==> src/rtl/multicycle_sequencer.sv <==
// multicycle_sequencer: RV32I multi-cycle control FSM owning pc, ir, wait counter and instret.
// Latency: ALU/JAL/JALR 4, STORE 4, LOAD 5, BRANCH 3 cycles, plus one per memory wait cycle.
// Backpressure: imem/dmem requests held until ready; TIMEOUT consecutive wait cycles -> FAULT.
module multicycle_sequencer #(
    parameter int              XLEN     = 32,
    parameter logic [XLEN-1:0] RESET_PC = '0,
    parameter int              TIMEOUT  = 15,
    parameter int              CNT_W    = 32
) (
    input  logic             clk,
    input  logic             rst_n,
    output logic             imem_req,
    output logic [XLEN-1:0]  imem_addr,
    input  logic [31:0]      imem_rdata,
    input  logic             imem_ready,
    output logic             dmem_req,
    output logic             dmem_we,
    input  logic             dmem_ready,
    input  logic             branch_cond,
    input  logic [XLEN-1:0]  target_in,
    output logic [XLEN-1:0]  pc,
    output logic [31:0]      ir,
    output logic             reg_write,
    output logic             alu_src_imm,
    output logic [1:0]       wb_sel,
    output logic [2:0]       state,
    output logic             retire,
    output logic [CNT_W-1:0] instret,
    output logic             fault
);

    typedef enum logic [2:0] {
        S_FETCH  = 3'd0,
        S_DECODE = 3'd1,
        S_EXEC   = 3'd2,
        S_MEM    = 3'd3,
        S_WB     = 3'd4,
        S_HALT   = 3'd5,
        S_FAULT  = 3'd6
    } state_t;

    localparam logic [6:0] OP_R      = 7'b0110011;
    localparam logic [6:0] OP_I      = 7'b0010011;
    localparam logic [6:0] OP_LUI    = 7'b0110111;
    localparam logic [6:0] OP_AUIPC  = 7'b0010111;
    localparam logic [6:0] OP_LOAD   = 7'b0000011;
    localparam logic [6:0] OP_STORE  = 7'b0100011;
    localparam logic [6:0] OP_BRANCH = 7'b1100011;
    localparam logic [6:0] OP_JAL    = 7'b1101111;
    localparam logic [6:0] OP_JALR   = 7'b1100111;
    localparam logic [6:0] OP_SYSTEM = 7'b1110011;

    localparam int              WAIT_W   = $clog2(TIMEOUT + 2);
    localparam logic [WAIT_W-1:0] WAIT_LIM = WAIT_W'((TIMEOUT > 0) ? TIMEOUT - 1 : 0);

    state_t            state_q;
    logic [XLEN-1:0]   pc_q;
    logic [31:0]       ir_q;
    logic [CNT_W-1:0]  instret_q;
    logic [WAIT_W-1:0] wait_cnt;

    logic [6:0] opc;
    logic is_r, is_i, is_lui, is_auipc, is_load, is_store;
    logic is_branch, is_jal, is_jalr, is_system, is_legal, is_jump;

    assign opc       = ir_q[6:0];
    assign is_r      = (opc == OP_R);
    assign is_i      = (opc == OP_I);
    assign is_lui    = (opc == OP_LUI);
    assign is_auipc  = (opc == OP_AUIPC);
    assign is_load   = (opc == OP_LOAD);
    assign is_store  = (opc == OP_STORE);
    assign is_branch = (opc == OP_BRANCH);
    assign is_jal    = (opc == OP_JAL);
    assign is_jalr   = (opc == OP_JALR);
    assign is_system = (opc == OP_SYSTEM);
    assign is_jump   = is_jal | is_jalr;
    assign is_legal  = is_r | is_i | is_lui | is_auipc | is_load | is_store |
                       is_branch | is_jal | is_jalr | is_system;

    logic [XLEN-1:0] pc_plus4, jalr_tgt, jump_tgt;
    logic            jump_misalign, waiting, wait_expire;
    logic            commit, fault_go;
    logic [XLEN-1:0] pc_next;

    assign pc_plus4      = pc_q + XLEN'(4);
    assign jalr_tgt      = {target_in[XLEN-1:1], 1'b0};
    assign jump_tgt      = is_jalr ? jalr_tgt : target_in;
    assign jump_misalign = is_jalr ? jalr_tgt[1] : (target_in[1:0] != 2'b00);

    assign waiting     = ((state_q == S_FETCH) && !imem_ready) ||
                         ((state_q == S_MEM) && !dmem_ready);
    assign wait_expire = (TIMEOUT != 0) && waiting && (wait_cnt == WAIT_LIM);

    // Commit is the only path that depends on live inputs: a misaligned target
    // must suppress the retire pulse in the same cycle it would have fired.
    always_comb begin
        commit   = 1'b0;
        fault_go = 1'b0;
        pc_next  = pc_q;
        case (state_q)
            S_EXEC: begin
                if (is_branch) begin
                    if (!branch_cond) begin
                        commit  = 1'b1;
                        pc_next = pc_plus4;
                    end else if (target_in[1:0] != 2'b00) begin
                        fault_go = 1'b1;
                    end else begin
                        commit  = 1'b1;
                        pc_next = target_in;
                    end
                end
            end
            S_MEM: begin
                if (dmem_ready && is_store) begin
                    commit  = 1'b1;
                    pc_next = pc_plus4;
                end
            end
            S_WB: begin
                if (!is_jump) begin
                    commit  = 1'b1;
                    pc_next = pc_plus4;
                end else if (jump_misalign) begin
                    fault_go = 1'b1;
                end else begin
                    commit  = 1'b1;
                    pc_next = jump_tgt;
                end
            end
            default: ;
        endcase
    end

    always_ff @(posedge clk or negedge rst_n) begin
        if (!rst_n) begin
            state_q   <= S_FETCH;
            pc_q      <= RESET_PC;
            ir_q      <= 32'h0000_0013;
            instret_q <= '0;
            wait_cnt  <= '0;
        end else begin
            wait_cnt <= waiting ? wait_cnt + 1'b1 : '0;
            if (commit) begin
                pc_q      <= pc_next;
                instret_q <= instret_q + 1'b1;
            end
            case (state_q)
                S_FETCH: begin
                    if (imem_ready) begin
                        ir_q    <= imem_rdata;
                        state_q <= S_DECODE;
                    end else if (wait_expire) begin
                        state_q <= S_FAULT;
                    end
                end
                S_DECODE: begin
                    if (!is_legal)      state_q <= S_FAULT;
                    else if (is_system) state_q <= S_HALT;
                    else                state_q <= S_EXEC;
                end
                S_EXEC: begin
                    if (is_load || is_store) state_q <= S_MEM;
                    else if (is_branch)      state_q <= fault_go ? S_FAULT : S_FETCH;
                    else                     state_q <= S_WB;
                end
                S_MEM: begin
                    if (dmem_ready)       state_q <= is_store ? S_FETCH : S_WB;
                    else if (wait_expire) state_q <= S_FAULT;
                end
                S_WB:    state_q <= fault_go ? S_FAULT : S_FETCH;
                S_HALT:  state_q <= S_HALT;
                S_FAULT: state_q <= S_FAULT;
                default: state_q <= S_FAULT;
            endcase
        end
    end

    assign imem_req    = rst_n && (state_q == S_FETCH);
    assign imem_addr   = pc_q;
    assign dmem_req    = (state_q == S_MEM);
    assign dmem_we     = dmem_req && is_store;
    assign reg_write   = (state_q == S_WB);
    assign wb_sel      = (state_q != S_WB) ? 2'd0 :
                         is_load           ? 2'd1 :
                         is_jump           ? 2'd2 : 2'd0;
    assign alu_src_imm = ((state_q == S_EXEC) || (state_q == S_MEM) || (state_q == S_WB)) &&
                         !is_r && !is_branch;
    assign pc          = pc_q;
    assign ir          = ir_q;
    assign state       = state_q;
    assign retire      = commit;
    assign instret     = instret_q;
    assign fault       = (state_q == S_FAULT);

endmodule

==> config.mk <==
export PLATFORM = sky130hd
export DESIGN_NAME = multicycle_sequencer
export DESIGN_NICKNAME = d
export VERILOG_FILES = /design/src/rtl/multicycle_sequencer.sv
export SDC_FILE = /design/constraint.sdc
export NUM_CORES = 1
export LEC_CHECK = 0
export ABC_CLOCK_PERIOD_IN_PS = 2900
export BUFFER_PORTS_ARGS = -buffer_cell sky130_fd_sc_hd__buf_2
export CAP_MARGIN = 0
export CORE_MARGIN = 4
export CORE_UTILIZATION = 40
export DETAILED_ROUTE_END_ITERATION = 12
export PLACE_DENSITY_LB_ADDON = 0.12
export SLEW_MARGIN = 15
export SYNTH_ARGS = -nofsm -noshare
export SYNTH_HDL_FRONTEND = slang
export SYNTH_SLANG_ARGS = --single-unit
export TNS_END_PERCENT = 100
==> constraint.sdc <==
create_clock -name clk -period 2.9 [get_ports clk]
set_clock_uncertainty 0.15 [all_clocks]
set_input_delay 0.435 -clock clk [delete_from_list [all_inputs] [get_ports clk]]
set_output_delay 0.435 -clock clk [all_outputs]
set_load 0.005 [all_outputs]
==> results_dict.tcl, run 1 <==
set metrics [dict create \
    leakage_nw 3.24 \
    ir_drop_uv 521 \
    coreArea_mm2 0.0139 \
    nNetsFinal 810 \
    syn_area_per_cell_um2 10.1 \
    fin_setup_tns_ns 0 \
    slew_violations 0 \
    port_buffers 208 \
    synth_seq_cells 104 \
    postCtsHoldBufs 0 \
    synth_nets 639 \
    wirelength_um 16100 \
    postRouteAntennaNets 0 \
    fin_hold_ws_ns 0.0702 \
    fp-row-count 43 \
    cts.repair.resized 0 \
    use_met1_pct 27.0 \
    syn_to_final_growth_pct 23.3 \
    fmax_mhz 372 \
    worst-endpoint-arrival_ns 2.11 \
    antenna_found_initial 0 \
    ys_types 64 \
    cts.sinks 104 \
    synth_edf_count 0 \
    cts-root-buf "clkbuf_16" \
    crit_family "simple AND/OR/NAND/NOR gates" \
    drv_cap 0 \
    crit_end "retire" \
    start_util_pct 41.1 \
    synthCells 566 \
    drt-vias-per-instance 5.51 \
    rr_startpoint "state[2]$_DFF_PN0_" \
    busiest_layer "met2" \
    die_h_um 128 \
    ys.flop_type "dfrtp_1" \
    postCtsSetupRepairBufs 0 \
    seq_area_frac_synth_pct 45.5 \
    first_pass_iters 5 \
    vias 5082 \
    grtUsageTotal_pct 19.6 \
    placed_area_mm2 0.00674 \
    grt.met3_usage_pct 4.46 \
    final_common_cell "buf_2" \
    utilization_pct 50.7 \
    worst_pin_slew_ns 0.861 \
    ff2ff_setup_slack_ns 0.42 \
    grt_util_met2_pct 30.6 \
    die_x_um 128 \
    finalInstanceArea_mm2 0.00706 \
    gr-total-overflow 0 \
    p_per_area_mw_per_mm2 949 \
    clock_latency_ns 0.35 \
    cts.clk_slew.worst_paths_ns 0.07 \
    crit_slowest_cell "dfrtp_1" \
    path_cells "or3b_1 -> a31oi_2 -> nor3_4 -> inv_1 -> buf_2" \
    cp-startpoint "state[2]$_DFF_PN0_" \
    post-route-drc-count 0 \
    wl_per_cell_um 17.4 \
    num_antenna_cells 0 \
    htreeDepth 3 \
    drive_gt1_share_pct 38.8 \
    critPathBufInv 2 \
    final_cell_mix "207 x buf_2, 101 x dfrtp_1, 36 x nand3_1, 32 x nand4_1" \
    setup_viol 0 \
    async_reset_ff_share_pct 100 \
    dieArea_mm2 0.0163 \
    synth_area_mm2 0.00573 \
    grt_max_degree 64 \
    rsz0062_at_grt "no" \
    cts_max_path_buffers 2 \
    finalPower_mw 6.71 \
    crit_fanout 13 \
    grt_pass1_wl_um 25700 \
    worstReg2RegEnd "imem_addr[10]$_DFFE_PN0P_" \
    min_period_ns 2.69 \
    ioPinCount 209 \
    dp_hpwl_um 11800 \
    drtIter0Drc 322 \
    maxSlewHeadroom_pct 42.6 \
    hold_class "in -> async" \
    ys_warn_count 0 \
    status "finished clean" \
    cts_tree "built" \
    routabilityCongestion 0.909 \
    crit_cells 5 \
    cp_data_required_time_ns 2.32 \
    hold_viol 0 \
    cp-end-kind "output pin" \
    worstSetupPathType "reg -> out" \
    numCtsBuffers 9 \
    critPathMaxStageDelay_ns 0.54 \
    grt_pass1_vias 4949 \
    start_kind "register" \
    period_share_pct 92.8 \
    r2r.worst_path.cells 7 \
]
## report_power, final
group          internal, mW  switching [mW]  leakage (nW)
sequential             1.97           0.631          1.27
combinational          1.35            1.44          1.82
clock                 0.750           0.561         0.157
## synthesized netlist by cell type, types with 4 or more instances
| library cell | n | share of area, % |
|---|---|---|
| nand4_1 | 32 | 3.5 |
| nand2_1 | 30 | 2.0 |
| xnor2_1 | 25 | 3.8 |
| o21ai_0 | 13 | 1.1 |
| buf_6 | 4 | 0.79 |
| nor4_1 | 5 | 0.55 |
| o2bb2a_1 | 7 | 1.2 |
| dfrtp_1 | 101 | 44 |
| nor2_1 | 20 | 1.3 |
| and2_1 | 11 | 1.2 |
| o22a_1 | 6 | 0.92 |
| ha_1 | 4 | 0.87 |
| clkbuf_1 | 5 | 0.33 |
| nor3_1 | 20 | 1.7 |
| o32a_1 | 5 | 0.87 |
| inv_1 | 20 | 1.3 |
| mux2_2 | 31 | 6.1 |
| and3_1 | 10 | 1.1 |
| xor2_1 | 10 | 1.5 |
| buf_2 | 21 | 1.8 |
| buf_4 | 34 | 4.5 |
| nand3_1 | 36 | 3.1 |
| a21oi_1 | 31 | 2.7 |
| a2bb2oi_1 | 6 | 0.92 |
| a31oi_1 | 7 | 0.76 |
| o22ai_1 | 11 | 1.2 |
## state kept, by name, summed over array words and instances, names as in the netlist
register   cells
ir            32
instret       32
wait_cnt       5
state          3
imem_addr     32
## worst min path at each step
stage	cells after the start	endpoint	start
detailed placement	1	instret[15]$_DFFE_PN0P_	instret[15]$_DFFE_PN0P_
CTS	2	imem_addr[31]$_DFFE_PN0P_	rst_n
global placement	1	instret[10]$_DFFE_PN0P_	instret[10]$_DFFE_PN0P_
finish	2	wait_cnt[2]$_DFF_PN0_	rst_n
floorplan	0	imem_addr[0]$_DFFE_PN0P_	rst_n
global route	2	wait_cnt[2]$_DFF_PN0_	rst_n
## stage by stage
step                      std cells  setup WS [ns]
final                           922          0.209
after global routing            922        0.00670
after CTS                       922          0.170
after detailed placement        906          0.435
after global placement          906          0.485
after floorplan                 566          0.687
## area by class of cell
class	instances	area [µm²]
inverter	21	78.8
tap	180	225
multi-input combinational	375	2630
clock buffer	12	267
fill	1315	6870
clock inverter	4	57.6
sequential	104	2610
timing repair buffer	226	1200
## logic make-up after synthesis
| logic type | count (synthesis) | synth area share, % |
|---|---|---|
| xor gates and xnor gates | 35 | 5.35 |
| buffers and inverters | 87 | 8.93 |
| DFF | 104 | 45.5 |
| adders and majority gates | 4 | 0.873 |
| and+or+nand+nor | 193 | 19.5 |
| muxes | 34 | 6.62 |
| AOI/OAI and AO/OA | 109 | 13.3 |
## layer usage
layer	routed length [µm]	share of wire, %	up-vias
li1	-	-	2383
met2	7420	46	216
met4	267	1.7	0
met1	7020	44	2465
met3	1350	8.4	18
met5	0	0	-
No activity file was read; power rests on OpenSTA's default activity.
==> run 2: changes to the inputs <==
--- a/config.mk
+++ b/config.mk
@@ -8,8 +8,10 @@
 export ABC_CLOCK_PERIOD_IN_PS = 2900
 export BUFFER_PORTS_ARGS = -buffer_cell sky130_fd_sc_hd__buf_2
 export CAP_MARGIN = 0
+export CELL_PAD_IN_SITES_DETAIL_PLACEMENT = 0
+export CELL_PAD_IN_SITES_GLOBAL_PLACEMENT = 1
 export CORE_MARGIN = 4
-export CORE_UTILIZATION = 40
+export CORE_UTILIZATION = 37
 export DETAILED_ROUTE_END_ITERATION = 12
 export PLACE_DENSITY_LB_ADDON = 0.12
 export SLEW_MARGIN = 15
==> run 2 against run 1 <==
- worst setup slack got worse by 0.021 ns
- power is 0.27% lower
- via count shrank 0.26%
- flip-flop and latch count unchanged
- hold slack got worse by 0.0024 ns
- critical endpoint unchanged
- highest routed layer unchanged
==> results_dict.tcl, run 2 (same netlist as run 1, synthesis figures left out) <==
set metrics [dict create \
    postCtsHoldBufs 0 \
    dieArea_mm2 0.0175 \
    critPathBufInv 2 \
    rsz0062_at_grt "no" \
    dp_hpwl_um 12200 \
    post-route-drc-count 0 \
    cts-root-buf "clkbuf_16" \
    min_period_ns 2.71 \
    ioPinCount 209 \
    slew_violations 0 \
    drv_cap 0 \
    drt-vias-per-instance 5.44 \
    grt_pass1_wl_um 26800 \
    cts.clk_slew.worst_paths_ns 0.07 \
    fin_setup_tns_ns 0 \
    crit_fanout 7 \
    final_cell_mix "207 x buf_2, 101 x dfrtp_1, 36 x nand3_1, 32 x nand4_1" \
    fillers 1517 \
    antenna_found_initial 0 \
    start_util_pct 37.7 \
    hold_class "in -> async" \
    postRouteAntennaNets 0 \
    crit_slowest_cell "nor4_2" \
    cts.repair.resized 0 \
    period_share_pct 93.5 \
    postCtsSetupRepairBufs 0 \
    clock_latency_ns 0.35 \
    num_antenna_cells 0 \
    finalInstanceArea_mm2 0.00705 \
    finalPower_mw 6.69 \
    fmax_mhz 369 \
    crit_family "simple AND/OR/NAND/NOR gates" \
    numCtsBuffers 9 \
    gr-total-overflow 0 \
    p_per_area_mw_per_mm2 948 \
    nNetsFinal 811 \
    die_h_um 132 \
    cts_max_path_buffers 2 \
    placed_area_mm2 0.00674 \
    cp_data_required_time_ns 2.32 \
    port_buffers 208 \
    wirelength_um 16800 \
    die_x_um 132 \
    ir_drop_uv 487 \
    worst_pin_slew_ns 0.857 \
    grtUsageTotal_pct 18.9 \
    path_cells "nand4bb_1 -> nor4_2 -> nor3_4 -> inv_1 -> buf_2" \
    grt_max_degree 64 \
    cts_tree "built" \
    start_kind "register" \
    hold_viol 0 \
    critPathMaxStageDelay_ns 0.49 \
    leakage_nw 3.24 \
    setup_viol 0 \
    worst-endpoint-arrival_ns 2.13 \
    syn_to_final_growth_pct 23.1 \
    first_pass_iters 4 \
    cp-end-kind "output pin" \
    wl_per_cell_um 18.1 \
    regArea_mm2 0.00261 \
    coreArea_mm2 0.0152 \
    drtIter0Drc 290 \
    grt_pass1_vias 5054 \
    maxSlewHeadroom_pct 42.9 \
    routabilityCongestion 0.928 \
    fp-row-count 45 \
    multi_input_area_mm2 0.00263 \
    final_common_cell "buf_2" \
    vias 5069 \
    htreeDepth 3 \
    drive_gt1_share_pct 38.8 \
    cts.sinks 104 \
    status "finished clean" \
    worstSetupPathType "reg -> out" \
]
run 2: changes by cell type in the layout (fill, tap and decap cells not counted), sizes merged:
cell / previous run / this run
clkinv: 0 / 2
buf: 226 / 227
clkinvlp: 1 / 0
inv: 23 / 22
run 2: worst paths after layout:
kind	start	end	slack, ns	cells after the start
worst max-delay path	ir[3]$_DFFE_PN0P_	retire	0.19	5
worst max register to register	ir[3]$_DFFE_PN0P_	instret[25]$_DFFE_PN0P_	0.44	5
worst min-delay path	rst_n	wait_cnt[3]$_DFF_PN0_	0.07	2
min in group clk	imem_rdata[4]	ir[4]$_DFFE_PN1P_	0.14	3
max in group asynchronous	rst_n	ir[19]$_DFFE_PN0P_	1.84	2
worst min register to register	instret[31]$_DFFE_PN0P_	instret[31]$_DFFE_PN0P_	0.32	1
run 2: worst register-to-register path: stages, from the launching register on:
cell	delay [ns]
dfrtp_1	0.45
nand4bb_1	0.44
nor4_2	0.49
o31a_1	0.50
nand4_1	0.18
xnor2_1	0.15
run 2: routing by layer:
layer	vias up	global-route usage [%]	wire, µm
li1	2389	-	-
met1	2469	24.5	7440
met2	196	30.7	7870
met3	15	6.46	1350
met4	0	3.93	193
met5	-	0	0
run 2: cell type report:
class	instances	area share (%)
clock buffer	12	3.64
clock inverter	4	0.745
inverter	21	1.12
multi-input combinational	375	37.2
sequential	104	37.0
tap	188	3.34
timing repair buffer	227	17.0
run 2: power breakdown:
group          switching [mW]  internal [mW]  leakage (nW)  total, mW
clock                   0.561          0.721         0.153       1.28
combinational            1.44           1.34          1.81       2.78
sequential              0.652           1.97          1.27       2.62
run 2: through the flow:
| stage | setup slack, ns | hold slack (ns) | cells | utilization (%) |
|---|---|---|---|---|
| final | 0.189 | 0.0678 | 931 | 46.4 |
| after detailed placement | 0.429 | 0.311 | 915 | 44.4 |
| after floorplan | 0.687 | -0.0106 | 566 | - |
| after CTS | 0.170 | 0.0812 | 931 | 46.4 |
| after global placement | 0.468 | 0.310 | 915 | 44.4 |
| after global routing | 0.0517 | 0.103 | 931 | 46.4 |
==> run 3: changes to the inputs <==
--- a/config.mk
+++ b/config.mk
@@ -11,7 +11,7 @@
 export CELL_PAD_IN_SITES_DETAIL_PLACEMENT = 0
 export CELL_PAD_IN_SITES_GLOBAL_PLACEMENT = 1
 export CORE_MARGIN = 4
-export CORE_UTILIZATION = 37
+export CORE_UTILIZATION = 30
 export DETAILED_ROUTE_END_ITERATION = 12
 export PLACE_DENSITY_LB_ADDON = 0.12
 export SLEW_MARGIN = 15
==> run 3 against run 2 <==
- clock power shrank 5%
- via count is 0.51% higher
- sequential power is essentially flat
==> results_dict.tcl, run 3 (same netlist as run 1, synthesis figures left out) <==
set metrics [dict create \
    start_kind "register" \
    period_share_pct 95.4 \
    cts_tree "built" \
    fin_setup_tns_ns 0 \
    fin_ws_ns 0.134 \
    min_period_ns 2.77 \
    cts_max_path_buffers 2 \
    postCtsHoldBufs 0 \
    wl_per_cell_um 18.2 \
    gr-total-overflow 0 \
    cts.clk_slew.worst_paths_ns 0.08 \
    grt_pass1_vias 5068 \
    worst-endpoint-arrival_ns 2.18 \
    nNetsFinal 809 \
    coreArea_mm2 0.0188 \
    drtIter0Drc 224 \
    first_pass_iters 5 \
    dp_hpwl_um 12900 \
    routabilityCongestion 0.830 \
    critPathMaxStageDelay_ns 0.47 \
    utilization_pct 37.9 \
    drv_cap 0 \
    grt_pass1_wl_um 28400 \
    crit_fanout 7 \
    cp-end-kind "output pin" \
    status "finished clean" \
    grtUsageTotal_pct 16.4 \
    final_cell_mix "207 x buf_2, 101 x dfrtp_1, 36 x nand3_1, 32 x nand4_1" \
    cp_data_required_time_ns 2.32 \
    ir_drop_uv 374 \
    dp_cells 959 \
    vias 5095 \
    hold_viol 0 \
    worst_pin_slew_ns 0.696 \
    ioPinCount 209 \
    wirelength_um 17800 \
    syn_to_final_growth_pct 24.1 \
    crit_slowest_cell "or3_1" \
    die_x_um 146 \
    layout.cells.non_filler 976 \
    numCtsBuffers 9 \
    setup_viol 0 \
    start_util_pct 30.5 \
    slew_violations 0 \
    drive_gt1_share_pct 38.7 \
    antenna_found_initial 0 \
    maxSlewHeadroom_pct 53.4 \
    drt-vias-per-instance 5.22 \
    die_h_um 146 \
    clock_latency_ns 0.35 \
    final_common_cell "buf_2" \
    crit_family "simple AND/OR/NAND/NOR gates" \
    path_cells "nand4bb_1 -> or3_1 -> nor3_1 -> buf_2" \
    postRouteAntennaNets 0 \
    place_ws_ns 0.394 \
    cts-root-buf "clkbuf_16" \
    post-route-drc-count 0 \
    cts.sinks 104 \
    port_buffers 208 \
    worstSetupPathType "reg -> out" \
    fmax_mhz 362 \
    critPathBufInv 1 \
    finalPower_mw 6.66 \
    fillers 1914 \
    dieArea_mm2 0.0214 \
    rsz0062_at_grt "no" \
    htreeDepth 3 \
    hold_class "in -> async" \
    leakage_nw 3.23 \
    p_per_area_mw_per_mm2 936 \
    grt_max_degree 105 \
    fp-row-count 50 \
]
-- run 3: cell count changes in the layout (fill, tap and decap cells not counted) --
cell	change
buf_12	+2
diode_2	+1
nor4_4	+1
inv_8	+3
clkbuf_8	-2
nor4_2	-1
bufinv_16	-1
clkbuf_1	-1
clkinvlp_4	+2
inv_6	-1
buf_4	-4
-- run 3: final timing paths --
kind	to	slack [ns]	cells after the start	from
min in group clk	ir[4]$_DFFE_PN1P_	0.15	3	imem_rdata[4]
max in group asynchronous	ir[27]$_DFFE_PN0P_	2.08	2	rst_n
max	wb_sel[0]	0.13	4	ir[3]$_DFFE_PN0P_
max reg2reg	instret[10]$_DFFE_PN0P_	0.44	6	state[2]$_DFF_PN0_
min	imem_addr[10]$_DFFE_PN0P_	0.03	2	rst_n
min reg2reg	instret[31]$_DFFE_PN0P_	0.32	1	instret[31]$_DFFE_PN0P_
-- run 3: what timing repair did --
action                                  CTS  global route
buffers inserted                          0             0
endpoints found under the setup margin    0             1
gates resized for setup                   0             1
-- run 3: per-stage QoR --
stage,area (µm²),hold slack [ns]
CTS,7100,0.103
global placement,6810,0.308
global route,7110,0.0879
detailed placement,6810,0.314
floorplan,5730,-0.0106
finish,7110,0.0329
-- run 3: metal layers --
layer,vias up,wire (µm),global-route usage (%),part of all wire [%]
met5,-,0,0,0
met1,2467,7870,22.0,44
li1,2407,-,-,-
met3,24,1380,4.28,7.8
met4,0,327,5.27,1.8
met2,197,8200,26.1,46
-- run 3: area by class of cell --
class / instances / area (µm²) / share of cell area [%]
antenna: 1 / 2.50 / 0.0352
inverter: 21 / 78.8 / 1.11
timing repair buffer: 225 / 1210 / 17.0
multi-input combinational: 375 / 2630 / 37.0
sequential: 104 / 2610 / 36.7
tap: 234 / 293 / 4.12
clock inverter: 7 / 62.6 / 0.880
clock buffer: 9 / 225 / 3.17
-- run 3: worst reg2reg max path, cell delays in order, from the launching register on --
cell	delay, ns
dfrtp_1	0.55
or3b_1	0.50
a31oi_2	0.33
nor3_4	0.09
buf_4	0.27
nor4b_4	0.33
xor2_1	0.16
-- run 3: power by group --
part	switching [mW]	internal [mW]	leakage (nW)
clock	0.611	0.602	0.137
combinational	1.48	1.34	1.82
sequential	0.651	1.97	1.27
total	2.74	3.91	3.23
